[src/rtl/fifo_pkg.sv]
// Shared definitions for the dual-clock FIFO pointer controllers.
// Gray/binary helpers operate on a wide word; callers cast to their width.
package fifo_pkg;

  localparam int unsigned PTR_WIDTH_DEF = 3;
  localparam int unsigned PTR_MAXW = 32;

  typedef logic [PTR_MAXW-1:0] ptr_max_t;

  // Zero extension is harmless for both directions of the conversion.
  function automatic ptr_max_t bin2gray(input ptr_max_t b);
    return b ^ (b >> 1);
  endfunction

  function automatic ptr_max_t gray2bin(input ptr_max_t g);
    ptr_max_t b;
    b[PTR_MAXW-1] = g[PTR_MAXW-1];
    for (int i = PTR_MAXW - 2; i >= 0; i--) begin
      b[i] = b[i+1] ^ g[i];
    end
    return b;
  endfunction

endpackage

[src/rtl/fifo_wptr_ctrl_if.sv]
// Write-side bundle between producer/synchroniser and the
// write pointer controller.
interface fifo_wptr_ctrl_if #(
  parameter int unsigned PTR_WIDTH = 3
);

  logic                 w_en;
  logic [PTR_WIDTH:0]   g_rptr_sync;
  logic                 ovf_clr;
  logic                 mem_w_en;
  logic [PTR_WIDTH:0]   b_wptr;
  logic [PTR_WIDTH:0]   g_wptr;
  logic                 full;
  logic                 almost_full;
  logic [PTR_WIDTH:0]   wr_level;
  logic                 overflow;

  modport master (
    output w_en,
    output g_rptr_sync,
    output ovf_clr,
    input  mem_w_en,
    input  b_wptr,
    input  g_wptr,
    input  full,
    input  almost_full,
    input  wr_level,
    input  overflow
  );

  modport slave (
    input  w_en,
    input  g_rptr_sync,
    input  ovf_clr,
    output mem_w_en,
    output b_wptr,
    output g_wptr,
    output full,
    output almost_full,
    output wr_level,
    output overflow
  );

endinterface

[src/rtl/fifo_gray2bin.sv]
// Combinational Gray-to-binary converter (XOR prefix from the MSB).
// Shared by the write- and read-side pointer controllers.
module fifo_gray2bin #(
  parameter int unsigned W = 4
) (
  input  logic [W-1:0] gray_i,
  output logic [W-1:0] bin_o
);

  logic [W-1:0] b;

  always_comb begin
    b = '0;
    b[W-1] = gray_i[W-1];
    for (int i = int'(W) - 2; i >= 0; i--) begin
      b[i] = b[i+1] ^ gray_i[i];
    end
    bin_o = b;
  end

endmodule

[src/rtl/fifo_wptr_ctrl.sv]
// Write-domain pointer/flag controller for the dual-clock FIFO.
// All flags are registered; g_wptr comes straight from a flop.
module fifo_wptr_ctrl
  import fifo_pkg::*;
#(
  parameter int unsigned PTR_WIDTH    = PTR_WIDTH_DEF,
  parameter int unsigned AFULL_THRESH = (1 << PTR_WIDTH) - 1
) (
  input  logic             wclk,
  input  logic             wrst,
  fifo_wptr_ctrl_if.slave  bus
);

  localparam int unsigned PW = PTR_WIDTH + 1;

  typedef logic [PTR_WIDTH:0] ptr_t;

  ptr_t b_wptr_q, b_wptr_d;
  ptr_t g_wptr_q, g_wptr_d;
  ptr_t lvl_q, lvl_d;
  ptr_t rptr_bin;
  ptr_t rptr_full;
  logic full_q, full_d;
  logic af_q, af_d;
  logic ovf_q, ovf_d;
  logic wr_ok;

  assign wr_ok = bus.w_en & ~full_q & ~wrst;

  fifo_gray2bin #(
    .W (PW)
  ) u_g2b (
    .gray_i (bus.g_rptr_sync),
    .bin_o  (rptr_bin)
  );

  // Full when write pointer is one lap ahead: top two Gray bits inverted.
  assign rptr_full = {~bus.g_rptr_sync[PTR_WIDTH:PTR_WIDTH-1],
                      bus.g_rptr_sync[PTR_WIDTH-2:0]};

  always_comb begin
    b_wptr_d = b_wptr_q + ptr_t'(wr_ok);
    g_wptr_d = ptr_t'(bin2gray(ptr_max_t'(b_wptr_d)));
    full_d   = (g_wptr_d == rptr_full);
    lvl_d    = b_wptr_d - rptr_bin;
    af_d     = (32'(lvl_d) >= AFULL_THRESH);
    ovf_d    = (bus.w_en & full_q) | (ovf_q & ~bus.ovf_clr);
  end

  always_ff @(posedge wclk or posedge wrst) begin
    if (wrst) begin
      b_wptr_q <= '0;
      g_wptr_q <= '0;
      lvl_q    <= '0;
      full_q   <= 1'b0;
      af_q     <= 1'b0;
      ovf_q    <= 1'b0;
    end else begin
      b_wptr_q <= b_wptr_d;
      g_wptr_q <= g_wptr_d;
      lvl_q    <= lvl_d;
      full_q   <= full_d;
      af_q     <= af_d;
      ovf_q    <= ovf_d;
    end
  end

  assign bus.mem_w_en    = wr_ok;
  assign bus.b_wptr      = b_wptr_q;
  assign bus.g_wptr      = g_wptr_q;
  assign bus.full        = full_q;
  assign bus.almost_full = af_q;
  assign bus.wr_level    = lvl_q;
  assign bus.overflow    = ovf_q;

endmodule

[src/flat_wrapper.sv]
// flat-port wrapper written by rule: the top's interface ports become plain ports
module fifo_wptr_ctrl_flat import fifo_pkg::*;
#(
  parameter int unsigned PTR_WIDTH    = PTR_WIDTH_DEF,
  parameter int unsigned AFULL_THRESH = (1 << PTR_WIDTH) - 1
)
  (wclk, wrst, bus_w_en, bus_g_rptr_sync, bus_ovf_clr, bus_mem_w_en, bus_b_wptr, bus_g_wptr, bus_full, bus_almost_full, bus_wr_level, bus_overflow);
  fifo_wptr_ctrl_if #(.PTR_WIDTH(PTR_WIDTH)) bus_i ();
  input  logic wclk;
  input  logic wrst;
  input wire logic [$bits(bus_i.w_en)-1:0] bus_w_en;
  input wire logic [$bits(bus_i.g_rptr_sync)-1:0] bus_g_rptr_sync;
  input wire logic [$bits(bus_i.ovf_clr)-1:0] bus_ovf_clr;
  output wire logic [$bits(bus_i.mem_w_en)-1:0] bus_mem_w_en;
  output wire logic [$bits(bus_i.b_wptr)-1:0] bus_b_wptr;
  output wire logic [$bits(bus_i.g_wptr)-1:0] bus_g_wptr;
  output wire logic [$bits(bus_i.full)-1:0] bus_full;
  output wire logic [$bits(bus_i.almost_full)-1:0] bus_almost_full;
  output wire logic [$bits(bus_i.wr_level)-1:0] bus_wr_level;
  output wire logic [$bits(bus_i.overflow)-1:0] bus_overflow;
  assign bus_i.w_en = bus_w_en;
  assign bus_i.g_rptr_sync = bus_g_rptr_sync;
  assign bus_i.ovf_clr = bus_ovf_clr;
  assign bus_mem_w_en = bus_i.mem_w_en;
  assign bus_b_wptr = bus_i.b_wptr;
  assign bus_g_wptr = bus_i.g_wptr;
  assign bus_full = bus_i.full;
  assign bus_almost_full = bus_i.almost_full;
  assign bus_wr_level = bus_i.wr_level;
  assign bus_overflow = bus_i.overflow;
  fifo_wptr_ctrl #(.PTR_WIDTH(PTR_WIDTH), .AFULL_THRESH(AFULL_THRESH)) u_core (.wclk(wclk), .wrst(wrst), .bus(bus_i));
endmodule
[config.mk]
export PLATFORM = sky130hd
export DESIGN_NAME = fifo_wptr_ctrl_flat
export DESIGN_NICKNAME = d
export VERILOG_FILES = /design/src/rtl/fifo_pkg.sv /design/src/rtl/fifo_wptr_ctrl_if.sv /design/src/rtl/fifo_gray2bin.sv /design/src/rtl/fifo_wptr_ctrl.sv /design/src/flat_wrapper.sv
export SDC_FILE = /design/constraint.sdc
export NUM_CORES = 1
export LEC_CHECK = 0
export CAP_MARGIN = 20
export CORE_UTILIZATION = 39
export DETAILED_ROUTE_END_ITERATION = 6
export PLACE_DENSITY = 0.73
export SYNTH_ARGS = -nofsm -noshare
export SYNTH_HDL_FRONTEND = slang
export SYNTH_SLANG_ARGS = --single-unit
export TNS_END_PERCENT = 5
[constraint.sdc]
create_clock -name wclk -period 1.9 [get_ports wclk]
set_input_delay 0.38 -clock wclk [delete_from_list [all_inputs] [get_ports wclk]]
set_output_delay 0.38 -clock wclk [all_outputs]
set_load 0.05 [all_outputs]
Word level (Yosys, flattened, before mapping) --
Index checks and enable logic that the tools add are counted. W data, S select, Z words.
Storage, ports and cells: word-level logic and storage cells 23, flip-flop bits (word level) 15
Cells by class: bitwise operators 13, add/subtract/negate cells 2, equality and inequality tests 1, order comparisons 1
Operators by type and width (number):
- $add A4 B1 Y4 | 1
- $and A1 B1 Y1 | 4
- $eq A4 B4 Y1 | 1
- $ge A4 B3 Y1 const B | 1
- $sub A4 B4 Y4 | 1
- $xor A4 B3 Y4 | 1
- $not A1 Y1 | 3
- $xor A1 B1 Y1 | 3
- $not A2 Y2 | 1
- $or A1 B1 Y1 | 1

Longest topological paths before layout --
Gate-level depths: netlist of run 1.
depth in word-level cells 6, mapped depth 8, depth with buffers taken out 8

Modules after synthesis --
From an unflattened synthesis of run 1, not the netlist that was laid out.
Unflattened totals: cell total of the unflattened synthesis 72, area total of the unflattened synthesis 818.3 um^2
Modules (own cells, without submodules):
- fifo_wptr_ctrl | instances 1, area each 768.2 um^2, seq. area each 350.3 um^2, cells an instance 67
- fifo_gray2bin | instances 1, area each 50.0 um^2, seq. area each 0.0 um^2, cells an instance 5

Worst setup path after synthesis of run 1 --
OpenSTA, ideal clock, no wires.
path kind register to register, from register u_core.full_q (netlist: u_core.bus.full), to register u_core.af_q (netlist: u_core.bus.almost_full), slack -1572 ps, data required time 1775 ps, arrival time 3347 ps, stages on the path, launching flop included 9, clock period less this slack 3472 ps, path through dfrtp_1 nor3b_1 ha_1 ha_1 ha_1 nor2b_1 o21ai_0 a21o_1 nand3_1
Between the ends: cells in the longest elaborated chain, start to end 6
RTL lines:
- start, declared | line fifo_wptr_ctrl.sv:23 | logic full_q, full_d;
- start signal, assigned | line fifo_wptr_ctrl.sv:62 | full_q <= full_d;
- $not A1 Y1 | line fifo_wptr_ctrl.sv:28 | assign wr_ok = bus.w_en & ~full_q & ~wrst;
- $and A1 B1 Y1 (2 in series) | line fifo_wptr_ctrl.sv:28
- net bus_mem_w_en | line flat_wrapper.sv:14 | output wire logic [$bits(bus_i.mem_w_en)-1:0] bus_mem_w_en;
- $add A4 B1 Y4 | line fifo_wptr_ctrl.sv:42 | b_wptr_d = b_wptr_q + ptr_t'(wr_ok);
- net u_core.b_wptr_d[1] | line fifo_wptr_ctrl.sv:18 | ptr_t b_wptr_q, b_wptr_d;
- $sub A4 B4 Y4 | line fifo_wptr_ctrl.sv:45 | lvl_d = b_wptr_d - rptr_bin;
- $ge A4 B3 Y1 | line fifo_wptr_ctrl.sv:46 | af_d = (32'(lvl_d) >= AFULL_THRESH);
- net u_core.af_d | line fifo_wptr_ctrl.sv:24 | logic af_q, af_d;
- end signal, assigned | line fifo_wptr_ctrl.sv:56 | af_q <= 1'b0;
- end signal, assigned | line fifo_wptr_ctrl.sv:63 | af_q <= af_d;
- end, declared | line fifo_wptr_ctrl.sv:24
The timed path passes the listed nets, and every way through them passes these cells.

Worst setup path in the final report of run 1 --
from register u_core.full_q (netlist: u_core.bus.full), to register u_core.full_q (netlist: u_core.bus.full)
Between the ends: cells in the longest elaborated chain, start to end 6
RTL lines:
- $not A1 Y1 | line fifo_wptr_ctrl.sv:28
- $and A1 B1 Y1 (2 in series) | line fifo_wptr_ctrl.sv:28
- $add A4 B1 Y4 | line fifo_wptr_ctrl.sv:42
- net u_core.b_wptr_d[2] | line fifo_wptr_ctrl.sv:18
- $xor A4 B3 Y4 | line fifo_pkg.sv:12 | return b ^ (b >> 1);
- $eq A4 B4 Y1 | line fifo_wptr_ctrl.sv:44 | full_d = (g_wptr_d == rptr_full);
- net u_core.full_d | line fifo_wptr_ctrl.sv:23
The timed path passes the listed nets, and every way through them passes these cells.

==> results.ini, run 1 <==
[grt]
grt_max_degree=15
grt_pass1_vias=534
track_usage=0.182
grt_pass1_wl_um=2410
antenna_found_initial=0
grt_overflow_total=0

[die]
die_w_um=44.7
start_util=0.416
core_area_mm2=0.00171
dieArea_mm2=0.00200
die_h_um=44.7
pin_count=24
rows=15

[synth]
synth_nets=73
syn_area_per_cell_um2=12.0
syn_area_um2=711
synth_cells=59
yosys.area.top_type=dfrtp_1
synth_area_leaders=dfrtp_1, xnor2_1, ha_1
synth_top_area_frac=0.493
synth_seq_area_share=0.493
ys_ff_latch=14
synth_warnings=0
ys_types=18

[layout]
area_growth_pct=72.2
drive_gt1_frac=0.423
layout_common_cells=buf_4, clkdlybuf4s50_1, dfrtp_1, inv_1, xnor2_1
final_common_cell=buf_4
diodes=0
final_area_mm2=0.00122
finalNetCount=119

[sta]
rsz0062_at_grt=yes
clock.fmax_mhz=506
maxSlewViolCount=0
fin_crit_sh=1.04
tightest_slew_ns=0.516
finalWorstSetupSlack_ns=-0.0772
max_slew_margin=0.656
setup_tns_ns=-0.191
hold_ws_ns=0.316
hold_viol=0
min_period_ns=1.98
skew_ns=0.00301
setup_viol=3

[cts]
cts.sinks=14
cts_root_buf=clkbuf_4
clk_pin_slew_worst_paths_ns=0.08
htree_levels=1
cts_tree=built
clockBufferDepth=2
cts_buffers=3
insertion_delay_ns=0.27

[detailed_routing]
wl_um=1480
drc=0
drt_iter0_drc=10
dr.pass1.iters=4
num_vias=559
post_drt_wl_per_cell_um=11.5
viasPerCell=4.33
ant_nets=0

[placed_design]
dpl.hpwl_um=1160
gp_congestion=0.758
place_area_mm2=0.00112
io_buffers=23

[critical_path]
critPathTopFamily=simple AND/OR/NAND/NOR gates
required_ns=2.09
path_class=flop to flop
cp-startpoint=u_core.bus.full
arrival_ns=2.17
worstPathCellList=nor3b_4, ha_2, ha_4, xor2_4, xor2_2, or3_1, a211oi_2
critical_path.max_fanout=3
rr_startpoint=u_core.bus.full
slowest_stage=dfrtp_2
cp_num_buf_inv=0
start_kind=flop
worstSetupEndpointType=flop
max_stage_delay_ns=0.43

[hold_path]
hp-class=input pin to asynchronous set/reset pin

[flow_run]
cap_violations=0

[run_status]
violations=setup timing
outcome=finished with violations

-- metrics by stage --
step / std cells / setup WS [ns] / utilization
global route: 129 / -0.179 / 0.716
floorplan: 59 / -0.566 / -
CTS: 127 / -0.0803 / 0.690
detailed placement: 122 / -0.574 / 0.656
finish: 129 / -0.0772 / 0.716
global placement: 122 / -0.532 / 0.656
-- path summary, 6_finish.rpt --
check | endpoint | slack, ns | cells after the start
setup reg to reg | u_core.bus.full | -0.08 | 7
min in group wclk | u_core.bus.overflow | 0.48 | 3
setup / recovery | u_core.bus.full | -0.08 | 7
max in group asynchronous | u_core.bus.full | 1.21 | 2
hold reg to reg | u_core.bus.overflow | 0.54 | 2
hold / removal | u_core.bus.b_wptr[1] | 0.32 | 2
-- state kept, by name, indices dropped and copies added (netlist names) --
name                    flops
u_core.bus.wr_level         4
u_core.bus.full             1
u_core.bus.b_wptr           4
u_core.bus.almost_full      1
u_core.bus.g_wptr           3
u_core.bus.overflow         1
-- layer usage --
| metal | GRT usage | up-vias | share of wire |
|---|---|---|---|
| met5 | 0 | - | 0 |
| met4 | 0.121 | 0 | 0.016 |
| met3 | 0.0408 | 2 | 0.044 |
| met2 | 0.306 | 19 | 0.55 |
| met1 | 0.204 | 262 | 0.39 |
| li1 | - | 276 | - |
-- Yosys cell counts --
| master | number |
|---|---|
| a211oi_2 | 1 |
| o21ai_0 | 2 |
| buf_4 | 1 |
| a21boi_2 | 1 |
| dfrtp_1 | 14 |
| or3_1 | 1 |
| xnor2_1 | 9 |
| xor2_2 | 1 |
| ha_1 | 5 |
| a21o_1 | 1 |
| nand3_1 | 5 |
| fa_1 | 1 |
| xnor2_2 | 1 |
| nor2b_1 | 1 |
| xor2_1 | 4 |
| nand2_1 | 2 |
| inv_1 | 8 |
| nor3b_1 | 1 |
-- cell families after synthesis --
family                     count (synthesis)  share of synthesized area
AOI/OAI and AO/OA                          5                     0.0581
xor gates and xnor gates                  15                      0.206
adders and majority gates                  6                      0.116
buffers and inverters                      9                     0.0528
DFF                                       14                      0.493
and+or+nand+nor                           10                     0.0740
-- area by class of cell --
type,count,area (um2)
Clock buffer,4,36.3
Fill cell,118,484
Inverter,8,30.0
Multi-Input combinational cell,36,409
Sequential cell,14,352
Tap cell,25,31.3
Timing Repair Buffer,42,365
-- what timing repair did --
item / in CTS / in global routing
hold buffers: 0 / 0
gates resized for setup: 7 / 4
endpoints found under the setup margin: 5 / 4
setup buffers: 1 / 2
pin swaps: 6 / 4
Power of run 1 is not shown: default switching activity piles up to over one toggle a cycle in this logic, so the estimate is an artifact.
==> inputs of run 2 (changes only) <==
--- a/config.mk
+++ b/config.mk
@@ -12,4 +12,4 @@
 export SYNTH_ARGS = -nofsm -noshare
 export SYNTH_HDL_FRONTEND = slang
 export SYNTH_SLANG_ARGS = --single-unit
-export TNS_END_PERCENT = 5
+export TNS_END_PERCENT = 50
==> results.ini, run 2 (synthesis results as in run 1) <==
[run_status]
outcome=finished with violations
violations=setup timing

[cts]
cts_hold_buf=0  ; unchanged
clk_pin_slew_worst_paths_ns=0.09  ; about the same
cts_buffers=3  ; unchanged
clockBufferDepth=2  ; unchanged
cts_tree=built
insertion_delay_ns=0.29  ; +0.02 ns
cts.sinks=14  ; unchanged
cts_root_buf=clkbuf_4
htree_levels=1  ; unchanged

[sta]
finalWorstSetupSlack_ns=-0.0459  ; +0.0314 ns
max_slew_margin=0.660  ; +0.00439
maxSlewViolCount=0  ; unchanged
skew_ns=0.00774  ; +0.00473 ns
min_period_ns=1.95  ; -0.0314 ns
rsz0062_at_grt=yes
tightest_slew_ns=0.510  ; -0.00658 ns
setup_viol=2  ; -1
clock.fmax_mhz=514  ; +1.6%
hold_viol=0  ; unchanged
fin_crit_sh=1.02  ; -0.0165

[critical_path]
max_stage_delay_ns=0.43  ; about the same
ff2ff_path_depth=7  ; unchanged
worstSetupEndpointType=flop
slowest_stage=dfrtp_2
critical_path_depth=7  ; unchanged
path_class=flop to flop
start_kind=flop
worstPathCellList=nor3b_4, ha_2, ha_4, xor2_4, xor2_1, or3_1, a211oi_2
critical_path.max_fanout=3  ; unchanged
cp_num_buf_inv=0  ; unchanged
arrival_ns=2.15  ; -0.02 ns
required_ns=2.11  ; +0.02 ns
critPathTopFamily=simple AND/OR/NAND/NOR gates

[placed_design]
gp_congestion=0.774  ; +2.2%
placed_cells=122  ; unchanged
dp_slack_ns=-0.579  ; -0.00523 ns
io_buffers=23  ; unchanged
dpl.hpwl_um=1060  ; -8.6%
place_area_mm2=0.00112  ; unchanged

[grt]
track_usage=0.182  ; +0.000856
grt_max_degree=15  ; unchanged
grt_pass1_vias=509  ; -4.7%
grt_pass1_wl_um=2350  ; -2.3%
grt_overflow_total=0  ; unchanged
antenna_found_initial=0  ; unchanged

[layout]
final_common_cell=buf_4
regArea_um2=352  ; unchanged
layout_common_cells=buf_4, dfrtp_1, clkdlybuf4s50_1, xnor2_1, inv_1
nFillCells=133  ; +13%
drive_gt1_frac=0.422  ; -0.00151
layout.cells.non_filler=127  ; -1.6%
final_area_mm2=0.00121  ; -0.92%
finalNetCount=117  ; -1.7%
area_growth_pct=70.6
diodes=0  ; unchanged
multi_input_area_um2=414  ; +1.2%

[flow_run]
cap_violations=0  ; unchanged

[die]
pin_count=24  ; unchanged
dieArea_mm2=0.00200  ; unchanged
die_w_um=44.7  ; unchanged
core_area_mm2=0.00171  ; unchanged
start_util=0.416  ; unchanged
die_h_um=44.7  ; unchanged
rows=15  ; unchanged

[detailed_routing]
ant_nets=0  ; unchanged
drt_iter0_drc=1  ; -9
viasPerCell=4.33  ; about the same
drc=0  ; unchanged
post_drt_wl_per_cell_um=11.1  ; -3.5%
num_vias=550  ; -1.6%
wl_um=1410  ; -5.0%
dr.pass1.iters=4  ; unchanged

[hold_path]
hp-class=input pin to asynchronous set/reset pin

==> run 2: cell types whose count changed in the layout (fill, tap and decap cells not counted), sizes merged <==
cell / previous run / this run
dlygate4sd2: 4 / 5
buf: 25 / 23
clkdlybuf4s50: 13 / 12
==> run 2: worst reg2reg max path, stage by stage (launching register included) <==
cell      delay [ns]
dfrtp_2         0.43
nor3b_4         0.19
ha_2            0.23
ha_4            0.16
xor2_4          0.21
xor2_1          0.10
or3_1           0.36
a211oi_2        0.18
==> run 2: worst paths after layout <==
| kind | end | start | slack [ns] |
|---|---|---|---|
| worst min-delay path | u_core.bus.b_wptr[1] | wrst | 0.30 |
| worst min register to register | u_core.bus.overflow | u_core.bus.overflow | 0.54 |
| max in group asynchronous | u_core.bus.full | wrst | 1.23 |
| min in group wclk | u_core.bus.overflow | bus_w_en | 0.47 |
| worst max register to register | u_core.bus.full | u_core.bus.full | -0.05 |
| worst max-delay path | u_core.bus.full | u_core.bus.full | -0.05 |
==> run 2: per-stage QoR <==
| stage | setup TNS, ns | util | hold WS (ns) |
|---|---|---|---|
| 3_5_place_dp | -2.64 | 0.656 | 0.529 |
| 2_1_floorplan | -2.64 | - | 0.269 |
| 4_1_cts | -0.0513 | 0.703 | 0.321 |
| 5_1_grt | -0.313 | 0.710 | 0.351 |
| 3_3_place_gp | -2.38 | 0.656 | 0.530 |
| 6_report | -0.0641 | 0.710 | 0.301 |
==> run 2: what timing repair did <==
action,in CTS,in global routing
endpoints found under the setup margin,5,3
setup buffers,1,0
pin swaps,4,2
cloned,0,0
resized for setup,11,2
==> run 2: routing by layer <==
metal / routed length [um] / vias to the layer above / track usage / share of wire
li1: - / 274 / - / -
met1: 560 / 253 / 0.209 / 0.40
met2: 720 / 19 / 0.285 / 0.51
met3: 65 / 4 / 0.0367 / 0.046
met4: 62 / 0 / 0.164 / 0.044
met5: 0 / - / 0 / 0
==> run 2: final cells by class <==
type / count / share of cell area
clock buffer: 4 / 0.0299
inverter: 8 / 0.0248
multi-input combinational: 36 / 0.342
sequential: 14 / 0.290
tap: 25 / 0.0258
timing repair buffer: 40 / 0.288
Power of run 2 is left out for the same reason.
==> inputs of run 3 (changes only) <==
==> constraint.sdc (replaced) <==
create_clock -name wclk -period 1.9 [get_ports wclk]
set_input_delay 0.38 -clock wclk [delete_from_list [all_inputs] [get_ports wclk]]
set_output_delay 0.38 -clock wclk [all_outputs]
set_load 0.005 [all_outputs]
==> results.ini, run 3 (synthesis results as in run 1) <==
[run_status]
outcome=finished with violations
violations=setup timing

[layout]
diodes=0  ; unchanged
final_common_cell=buf_4
layout_common_cells=buf_4, clkdlybuf4s50_1, dfrtp_1, xnor2_1, inv_1
final_util=0.762  ; +0.0520
area_growth_pct=83.1
finalNetCount=122  ; +4.3%
layout.cells.non_filler=132  ; +3.9%
drive_gt1_frac=0.458  ; +0.0364
nFillCells=113  ; -15%
final_area_mm2=0.00130  ; +7.3%

[sta]
min_period_ns=2.00  ; +0.0498 ns
maxSlewViolCount=0  ; unchanged
tightest_slew_ns=0.505  ; -0.00446 ns
skew_ns=0.00203  ; -0.00571 ns
hold_ws_ns=0.320  ; +0.0198 ns
clock.fmax_mhz=501  ; -2.5%
max_slew_margin=0.663  ; +0.00297
setup_viol=3  ; +1
fin_crit_sh=1.05  ; +0.0262
rsz0062_at_grt=yes
setup_tns_ns=-0.278  ; -0.214 ns
finalWorstSetupSlack_ns=-0.0957  ; -0.0498 ns
hold_viol=0  ; unchanged

[critical_path]
path_common_cell=ha_4
required_ns=2.06  ; -0.05 ns
slowest_stage=dfrtp_1
worstPathCellList=nor3b_4, ha_2, ha_4, xor2_4, buf_4, ha_4, o21ai_2, a21o_1, nand3_2
worstSetupEndpointType=flop
path_class=flop to flop
critical_path.max_fanout=3  ; unchanged
start_kind=flop
arrival_ns=2.15  ; about the same
max_stage_delay_ns=0.41  ; -0.02 ns

[placed_design]
dp_slack_ns=-0.638  ; -0.0589 ns
io_buffers=23  ; unchanged
dpl.hpwl_um=1190  ; +12%
place_area_mm2=0.00116  ; +3.2%
gp_congestion=0.723  ; -6.6%
placed_cells=119  ; -2.5%

[cts]
cts_hold_buf=0  ; unchanged
cts.sinks=14  ; unchanged
cts_root_buf=clkbuf_4
cts_tree=built
insertion_delay_ns=0.27  ; -0.02 ns
htree_levels=1  ; unchanged
clk_pin_slew_worst_paths_ns=0.08  ; about the same
cts_buffers=3  ; unchanged
clockBufferDepth=2  ; unchanged

[die]
rows=15  ; unchanged
dieArea_mm2=0.00200  ; unchanged
pin_count=24  ; unchanged
die_w_um=44.7  ; unchanged
start_util=0.416  ; unchanged
die_h_um=44.7  ; unchanged
core_area_mm2=0.00171  ; unchanged

[detailed_routing]
dr.pass1.iters=3  ; -1
post_drt_wl_per_cell_um=11.5  ; +4.0%
drt_iter0_drc=1  ; unchanged
wl_um=1520  ; +8.1%
viasPerCell=4.31  ; -0.46%
ant_nets=0  ; unchanged
num_vias=569  ; +3.5%
drc=0  ; unchanged

[flow_run]
cap_violations=0  ; unchanged

[grt]
antenna_found_initial=0  ; unchanged
grt_pass1_wl_um=2390  ; +1.8%
grt_overflow_total=0  ; unchanged
grt_pass1_vias=580  ; +14%
track_usage=0.172  ; -0.0104
grt_max_degree=15  ; unchanged

[power_and_ir_drop]
ir_drop_uv=913
power_density_mw_per_mm2=1770
power_leakage_nw=0.589
power_mw=2.30

[hold_path]
hp-class=input pin to asynchronous set/reset pin

## run 3: cell types whose count changed in the layout (fill, tap and decap cells not counted), moves of 2 or more
cell,previous run,this run
nand3_1,5,3
clkdlybuf4s50_1,12,18
inv_1,7,5
xnor2_1,7,5
nand3_2,0,2
## run 3: final cells by class
cell class,count,area (um2),share of cell area
Tap cell,25,31.3,0.0240
Sequential cell,14,350,0.269
Timing Repair Buffer,45,388,0.298
Inverter,8,32.5,0.0250
Clock buffer,4,36.3,0.0279
Multi-Input combinational cell,36,463,0.356
## run 3: critical path: cells and delay by family (launching register included)
family	cells	cell delay, ns
adders and majority gates	3	0.61
xor gates and xnor gates	1	0.19
DFF	1	0.41
buffers and inverters	1	0.15
AOI/OAI and AO/OA	2	0.24
and+or+nand+nor	2	0.27
## run 3: path summary, 6_finish.rpt
kind | slack [ns] | start | endpoint | cells after the start
setup / recovery | -0.1 | u_core.bus.full | u_core.bus.almost_full | 9
hold reg to reg | 0.56 | u_core.bus.overflow | u_core.bus.overflow | 2
setup reg to reg | -0.1 | u_core.bus.full | u_core.bus.almost_full | 9
max in group asynchronous | 1.24 | wrst | u_core.bus.almost_full | 2
hold / removal | 0.32 | wrst | u_core.bus.b_wptr[2] | 2
min in group wclk | 0.48 | bus_w_en | u_core.bus.overflow | 3
## run 3: per-layer routing
layer | track usage | vias to the layer above | wire length (um)
li1 | - | 287 | -
met1 | 0.198 | 264 | 571
met2 | 0.303 | 18 | 880
met3 | 0.0327 | 0 | 70
met4 | 0.0848 | 0 | 0
met5 | 0 | - | 0
## run 3: power by group
part,leakage [nW],internal [mW],switching [mW]
sequential,0.168,0.460,0.103
combinational,0.400,0.909,0.627
clock,0.0210,0.116,0.0896
total,0.589,1.49,0.819
## run 3: repair_timing
action | 4_1_cts | 5_1_grt
gates resized for setup | 7 | 5
setup endpoints to repair | 6 | 4
setup buffers | 5 | 4
pin swaps | 8 | 6
Note: power is estimated with default switching activity, not from simulation.
